`src/rtl/scc_pkg.sv`:
```
// Shared SCC pipeline definitions: instruction classes, ALU codes, decoded-field
// bundle and decode-stage state.
package scc_pkg;

   localparam logic [1:0] CLS_DATA_IMM = 2'b00;
   localparam logic [1:0] CLS_DATA_REG = 2'b01;
   localparam logic [1:0] CLS_LDST     = 2'b10;
   localparam logic [1:0] CLS_SYS      = 2'b11;

   localparam logic [2:0] ALU_ADD = 3'd1;
   localparam logic [2:0] ALU_SUB = 3'd2;
   localparam logic [2:0] ALU_AND = 3'd3;
   localparam logic [2:0] ALU_OR  = 3'd4;
   localparam logic [2:0] ALU_XOR = 3'd5;
   localparam logic [2:0] ALU_NOT = 3'd6;

   typedef struct packed {
      logic [1:0]  cls;
      logic        special;
      logic [3:0]  sub;
      logic [2:0]  alu_oc;
      logic [3:0]  cond;
      logic [2:0]  rd;
      logic [2:0]  rs1;
      logic [2:0]  rs2;
      logic [2:0]  ptr;
      logic        rd_we;
      logic        use_rs1;
      logic        use_rs2;
      logic        use_ptr;
      logic        illegal;
      logic        is_halt;
      logic        imm_sext;
      logic [15:0] imm;
   } dec_t;

   typedef enum logic {
      ST_RUN,
      ST_HALTED
   } state_t;

endpackage

```
`src/rtl/decode_stage_instr_fields.sv`:
```
// Combinational field extraction and operand-usage flags for one instruction word.
module instr_fields
   import scc_pkg::*;
#(
   parameter int NUM_REGS = 8,
   parameter bit SEXT_IMM = 1'b1
)(
   input  logic [31:0] instr,
   output dec_t        dec
);

   localparam logic [3:0] NR = 4'(NUM_REGS);

   logic alu_code;

   always_comb begin
      alu_code = instr[29] && (instr[27:25] inside {ALU_ADD, ALU_SUB, ALU_AND, ALU_OR, ALU_XOR});
      dec          = '0;
      dec.cls      = instr[31:30];
      dec.special  = instr[29];
      dec.sub      = instr[28:25];
      dec.rd       = instr[24:22];
      dec.rs1      = instr[21:19];
      dec.ptr      = instr[21:19];
      dec.rs2      = instr[18:16];
      dec.imm      = instr[15:0];
      dec.imm_sext = SEXT_IMM;
      case (instr[31:30])
         CLS_DATA_IMM: begin
            if (instr[29:26] == 4'b0000) begin
               dec.rd_we    = 1'b1;
               dec.imm_sext = 1'b0;
            end else if (alu_code) begin
               dec.rd_we   = 1'b1;
               dec.use_rs1 = 1'b1;
               dec.alu_oc  = instr[27:25];
            end else if (instr[29:25] inside {5'd2, 5'd3, 5'd4, 5'd5}) begin
               dec.rd_we   = 1'b1;
               dec.use_rs1 = 1'b1;
            end else begin
               dec.illegal = 1'b1;
            end
         end
         CLS_DATA_REG: begin
            if (alu_code) begin
               dec.rd_we   = 1'b1;
               dec.use_rs1 = 1'b1;
               dec.use_rs2 = 1'b1;
               dec.alu_oc  = instr[27:25];
            end else if (instr[29:25] == {2'b10, ALU_NOT}) begin
               dec.rd_we   = 1'b1;
               dec.use_rs1 = 1'b1;
               dec.alu_oc  = ALU_NOT;
            end else begin
               dec.illegal = 1'b1;
            end
         end
         CLS_LDST: begin
            dec.use_ptr = 1'b1;
            if (instr[25]) begin
               dec.use_rs2 = 1'b1;
               dec.rs2     = instr[24:22];
            end else begin
               dec.rd_we = 1'b1;
            end
         end
         default: begin
            case (instr[28:25])
               4'b0000: ;
               4'b0001: dec.cond = instr[24:21];
               4'b0010: dec.use_ptr = 1'b1;
               default: begin
                  if (instr[27])      ;
                  else if (instr[28]) dec.is_halt = 1'b1;
                  else                dec.illegal = 1'b1;
               end
            endcase
         end
      endcase
      // A destination outside the scoreboard cannot be tracked, so reject it.
      if (dec.rd_we && ({1'b0, dec.rd} >= NR)) dec.illegal = 1'b1;
      if (dec.illegal) begin
         dec.rd_we   = 1'b0;
         dec.use_rs1 = 1'b0;
         dec.use_rs2 = 1'b0;
         dec.use_ptr = 1'b0;
         dec.alu_oc  = '0;
         dec.cond    = '0;
         dec.is_halt = 1'b0;
      end
   end

endmodule

```
`src/rtl/decode_stage.sv`:
```
// Registered decode stage: one-deep holding register, pending-write scoreboard
// and RUN/HALTED control between fetch and register read.
//
// state     | meaning
// ST_RUN    | accepting and issuing instructions
// ST_HALTED | HALT issued; no accept, no issue until resume
module decode_stage
   import scc_pkg::*;
#(
   parameter int DATA_W   = 32,
   parameter int NUM_REGS = 8,
   parameter bit SEXT_IMM = 1'b1
)(
   input  logic              clk,
   input  logic              rst_n,
   input  logic              in_valid,
   output logic              in_ready,
   input  logic [31:0]       in_instr,
   input  logic              flush,
   input  logic              resume,
   input  logic              wb_valid,
   input  logic [2:0]        wb_addr,
   output logic              iss_valid,
   input  logic              iss_ready,
   output logic [1:0]        iss_class,
   output logic              iss_special,
   output logic [3:0]        iss_sub,
   output logic [2:0]        iss_alu_oc,
   output logic [3:0]        iss_cond,
   output logic [2:0]        iss_rd,
   output logic [2:0]        iss_rs1,
   output logic [2:0]        iss_rs2,
   output logic [2:0]        iss_ptr,
   output logic              iss_rd_we,
   output logic              iss_use_rs1,
   output logic              iss_use_rs2,
   output logic              iss_use_ptr,
   output logic [DATA_W-1:0] iss_imm,
   output logic              iss_illegal,
   output logic              halted,
   output logic              stall_hazard
);

   dec_t                dec;
   dec_t                held;
   logic                held_valid;
   state_t              state;
   logic [NUM_REGS-1:0] pend;
   logic [7:0]          pend_x;
   logic [7:0]          set_mask;
   logic [7:0]          clr_mask;
   logic                run;
   logic                hazard;
   logic                issue;
   logic                accept;

   instr_fields #(.NUM_REGS(NUM_REGS), .SEXT_IMM(SEXT_IMM)) u_fields (
      .instr (in_instr),
      .dec   (dec)
   );

   assign run    = (state == ST_RUN);
   assign pend_x = 8'(pend);
   assign hazard = (held.use_rs1 & pend_x[held.rs1]) | (held.use_rs2 & pend_x[held.rs2]) |
                   (held.use_ptr & pend_x[held.ptr]) | (held.rd_we & pend_x[held.rd]);

   // Flush also masks iss_valid so downstream never takes an instruction being dropped.
   assign iss_valid    = held_valid & run & ~hazard & ~flush;
   assign issue        = iss_valid & iss_ready;
   assign in_ready     = run & ~flush & (~held_valid | issue);
   assign accept       = in_valid & in_ready;
   assign stall_hazard = held_valid & hazard;
   assign halted       = (state == ST_HALTED);

   assign set_mask = (issue && held.rd_we) ? (8'd1 << held.rd) : 8'd0;
   assign clr_mask = wb_valid ? (8'd1 << wb_addr) : 8'd0;

   always_ff @(posedge clk) begin
      if (!rst_n) begin
         held_valid <= 1'b0;
         held       <= '0;
         pend       <= '0;
         state      <= ST_RUN;
      end else begin
         pend <= (pend & ~clr_mask[NUM_REGS-1:0]) | set_mask[NUM_REGS-1:0];
         if (flush) begin
            held_valid <= 1'b0;
         end else if (accept) begin
            held_valid <= 1'b1;
            held       <= dec;
         end else if (issue) begin
            held_valid <= 1'b0;
         end
         case (state)
            ST_RUN:    if (issue && held.is_halt) state <= ST_HALTED;
            ST_HALTED: if (resume) state <= ST_RUN;
            default:   state <= ST_RUN;
         endcase
      end
   end

   assign iss_class   = held.cls;
   assign iss_special = held.special;
   assign iss_sub     = held.sub;
   assign iss_alu_oc  = held.alu_oc;
   assign iss_cond    = held.cond;
   assign iss_rd      = held.rd;
   assign iss_rs1     = held.rs1;
   assign iss_rs2     = held.rs2;
   assign iss_ptr     = held.ptr;
   assign iss_rd_we   = held.rd_we;
   assign iss_use_rs1 = held.use_rs1;
   assign iss_use_rs2 = held.use_rs2;
   assign iss_use_ptr = held.use_ptr;
   assign iss_illegal = held.illegal;
   assign iss_imm     = held.imm_sext ? DATA_W'($signed(held.imm)) : DATA_W'(held.imm);

endmodule

```
`config.mk`:
```
export PLATFORM = sky130hd
export DESIGN_NAME = decode_stage
export DESIGN_NICKNAME = d
export VERILOG_FILES = /design/src/rtl/scc_pkg.sv /design/src/rtl/decode_stage_instr_fields.sv /design/src/rtl/decode_stage.sv
export SDC_FILE = /design/constraint.sdc
export NUM_CORES = 1
export LEC_CHECK = 0
export ABC_AREA = 1
export CAP_MARGIN = 20
export CORE_UTILIZATION = 47
export CTS_CLUSTER_SIZE = 40
export DETAILED_ROUTE_END_ITERATION = 16
export PLACE_DENSITY_LB_ADDON = 0.2
export SLEW_MARGIN = 20
export SYNTH_ARGS = -nofsm -noshare
export SYNTH_HDL_FRONTEND = slang
export SYNTH_SLANG_ARGS = --single-unit
export TNS_END_PERCENT = 100
```
`constraint.sdc`:
```
create_clock -name clk -period 2.25 [get_ports clk]
set_input_delay 0.3375 -clock clk [delete_from_list [all_inputs] [get_ports clk]]
set_output_delay 0.3375 -clock clk [all_outputs]
set_load 0.01 [all_outputs]
```
==> run_results.csv <==
group,metric,value,unit
floorplanning,floorplan.initialDensity,0.4953,
placement,dp_hpwl,6.141,mm
global_route,grtUsageTotal,0.2181,
floorplanning,rows,30,
detailed_routing,first_iter_violations,192,
placement,gp_congestion,0.9832,
synthesis,synth_xor_area_frac,0,
detailed_routing,num_vias,3200,
power,p_leak,0.002033,uW
synthesis,synth_nets,592,
worst_hold_path,min_from,"iss_cond[0]",
sta,slew_violations,0,
floorplanning,dieArea,7623,sq um
cells_and_area,postLayoutCoreUtil,0.6281,
critical_path,cp_max_fo,7,
sta,finalHoldViolCount,0,
synthesis,ys_types,28,
cells_and_area,nFillCells,672,
placement,post-place-ws,19.97,ps
critical_path,r2r-start,"iss_ptr[0]",
detailed_routing,vias_per_cell,4.585,
power,p_sw,611.2,uW
synthesis,async_flop_share,0,
clock_network,numCtsBuffers,5,
cells_and_area,multi_input_area,1465,sq um
cells_and_area,drive_gt1_frac,0.05648,
synthesis,yosysTopAreaCell,"dfxtp_1",
clock_network,cts_resized,8,
power,power.density,516.0,nW/um^2
detailed_routing,avgRoutedWirePerCell,11.59,microns
sta,setup_viol,0,
synthesis,ys_seq_area_frac,0.3277,
floorplanning,io_pins,109,
synthesis,synthFlopType,"dfxtp_1",
flow_run,drv_cap,0,
cells_and_area,ff_latch_area,1131,sq um
synthesis,synth_area_leaders,"dfxtp_1 (33%), nand2_1 (15%), buf_4 (12%)",
clock_network,cts_tree,"done",
power,p_int,1627,uW
clock_network,cts_buffer_depth,2,
synthesis,synth_compound_area_frac,0.06437,
synthesis,synthSimpleGateAreaFrac,0.3493,
floorplanning,die_h,87.31,microns
synthesis,synth_area,3421,sq um
detailed_routing,ant_nets,0,
placement,dp_cells,690,
detailed_routing,drc,0,
detailed_routing,drt_pass1_iterations,4,
synthesis,yosysTopAreaCellShare,0.3277,
sta,fin_skew,11.43,ps
critical_path,crit_required,1910,ps
critical_path,cp-start-kind,"flop",
critical_path,worst-setup-path-type,"flop to primary output",
synthesis,synth_fa_ha_area_frac,0.01463,
power,pwr-share-comb,0.229,
global_route,grt_max_degree,45,
sta,timing.final.crit_share,0.9251,
synthesis,synth_top_family_by_area,"simple AND/OR/NAND/NOR gates",
critical_path,cp-startpoint,"iss_ptr[0]",
cells_and_area,final_cells,698,
synthesis,syn_inst,546,
power,ir_drop,0.0002580,V
global_route,grt_overflow,0,
synthesis,ys_ff_latch,56,
global_route,grt_pass1_wl,13.14,mm
clock_network,post-cts-setup-buffers,0,
critical_path,crit_arrival,1740,ps
detailed_routing,drt_wl_total,8.092,mm
clock_network,hold_buffers,0,
clock_network,cts.sinks,56,
cells_and_area,antenna_cells,0,
power,clkPwrFrac,0.291,
sta,worst_slew_margin_rel,0.5512,
clock_network,htree_levels,2,
sta,max_freq,480.4,MHz
floorplanning,die_w,87.31,microns
clock_network,clockRootBuffer,"clkbuf_8",
status,status,"completed",
synthesis,ys_warn_count,0,
clock_network,clk_pin_slew,100,ps
global_route,grt_antenna_before_repair,0,
synthesis,synth_edf_count,0,
clock_network,clk_latency,310,ps
sta,setup_ws,168.4,ps
sta,post-route-min-period,2082,ps
synthesis,synth.area.mux_share,0,
power,swShare,0.2730,
sta,fin_setup_tns,0,ps
critical_path,end_kind,"primary output",
synthesis,syn_area_per_cell,6.265,sq um
cells_and_area,nets,647,
sta,tightest_slew,672.5,ps
sta,rsz0062_at_grt,"no",
placement,io_buffers,108,
cells_and_area,area_delta_synth_final,26.81,%
worst_hold_path,hp-class,"flop to flop",
floorplanning,core,6907,sq um
global_route,grt_pass1_vias,2887,
power,seqPwrFrac,0.481,
[per-layer routing]
layer	global-route usage	up-vias	share of wire
li1	-	1726	-
met5	0	-	0
met4	0.05663	0	0.0046
met3	0.04076	2	0.044
met1	0.2801	1401	0.47
met2	0.3743	71	0.48
[cells in the mapped netlist, types with 2 or more instances]
cell type  count
buf_6          2
nand4_1       20
inv_2          2
buf_4         56
nand2_1      140
clkbuf_1       9
buf_2          7
nand3_1       29
inv_1         82
nor3_1         5
dfxtp_1       56
a21oi_1       20
nor2_1        84
o21ai_0       17
ha_1           4
[critical path, cell delays in order, from the launching register on]
cell           delay, ps
dfxtp_4              370
inv_1                110
nand2_1               60
nand3_1               70
nand3_1               80
nand3_1               80
nand2_1               90
nor2_2               140
inv_1                 70
nand2_1               60
inv_1                 30
dlygate4sd2_1        270
[path summary, 6_finish.rpt]
check	slack, ps	to	cells past startpoint
worst min-delay path	470	iss_cond[0]	2
worst max register to register	210	held[1]	14
worst max-delay path	170	stall_hazard	11
worst min register to register	470	iss_cond[0]	2
[registers in the layout, indices dropped and copies added (netlist names)]
name and count:
pend 8, iss_cond 4, iss_use_rs1 1, iss_rs2 3, iss_alu_oc 3, held_valid 1, iss_rd_we 1, held 18
iss_illegal 1, iss_use_rs2 1, iss_use_ptr 1, halted 1, iss_rd 3, iss_ptr 3, iss_sub 4, iss_special 1
iss_class 2
[metrics by stage]
step	total power, uW	cell area, sq um	hold WS (ps)
global placement	1602	4232	455.2
finish	2238	4338	468.2
detailed placement	1612	4232	457.6
global route	2364	4338	499.5
floorplan	1417	3421	439.4
CTS	2262	4343	474.3
[area by class of cell]
class | instances | share of cell area
multi-input cells | 330 | 0.3378
flip-flops and latches | 56 | 0.2607
inverters | 85 | 0.07355
well taps | 96 | 0.02769
clock buffers | 6 | 0.01673
repair buffers | 123 | 0.2755
clock inverters | 2 | 0.008076
[cell families after synthesis]
| family | count (synthesis) |
|---|---|
| buffers and inverters | 160 |
| DFF | 56 |
| AOI/OAI and AO/OA | 42 |
| and+or+nand+nor | 284 |
| adders and majority gates | 4 |
[cells in the final DEF, fill, tap and decap left out, drive strengths merged, types with 2 or more instances in the layout]
cell | Yosys | routed
inv | 84 | 84
clkinv | 1 | 2
nand3 | 31 | 31
nor2 | 85 | 85
nor3 | 5 | 5
ha | 4 | 4
buf | 66 | 15
nand4 | 20 | 20
clkbuf | 9 | 8
clkdlybuf4s50 | 0 | 105
nand2 | 141 | 141
dfxtp | 56 | 56
a21oi | 20 | 20
o21ai | 18 | 18
[power by group through the flow]
stage                     logic, uW  clock network [uW]  registers [uW]
after floorplan                 321                   0            1100
after global placement          504                   0            1100
after detailed placement        513                   0            1100
after CTS                       515                 670            1080
after global routing            570                 712            1080
final                           512                 651            1080
(Power assumes the default switching activity.)
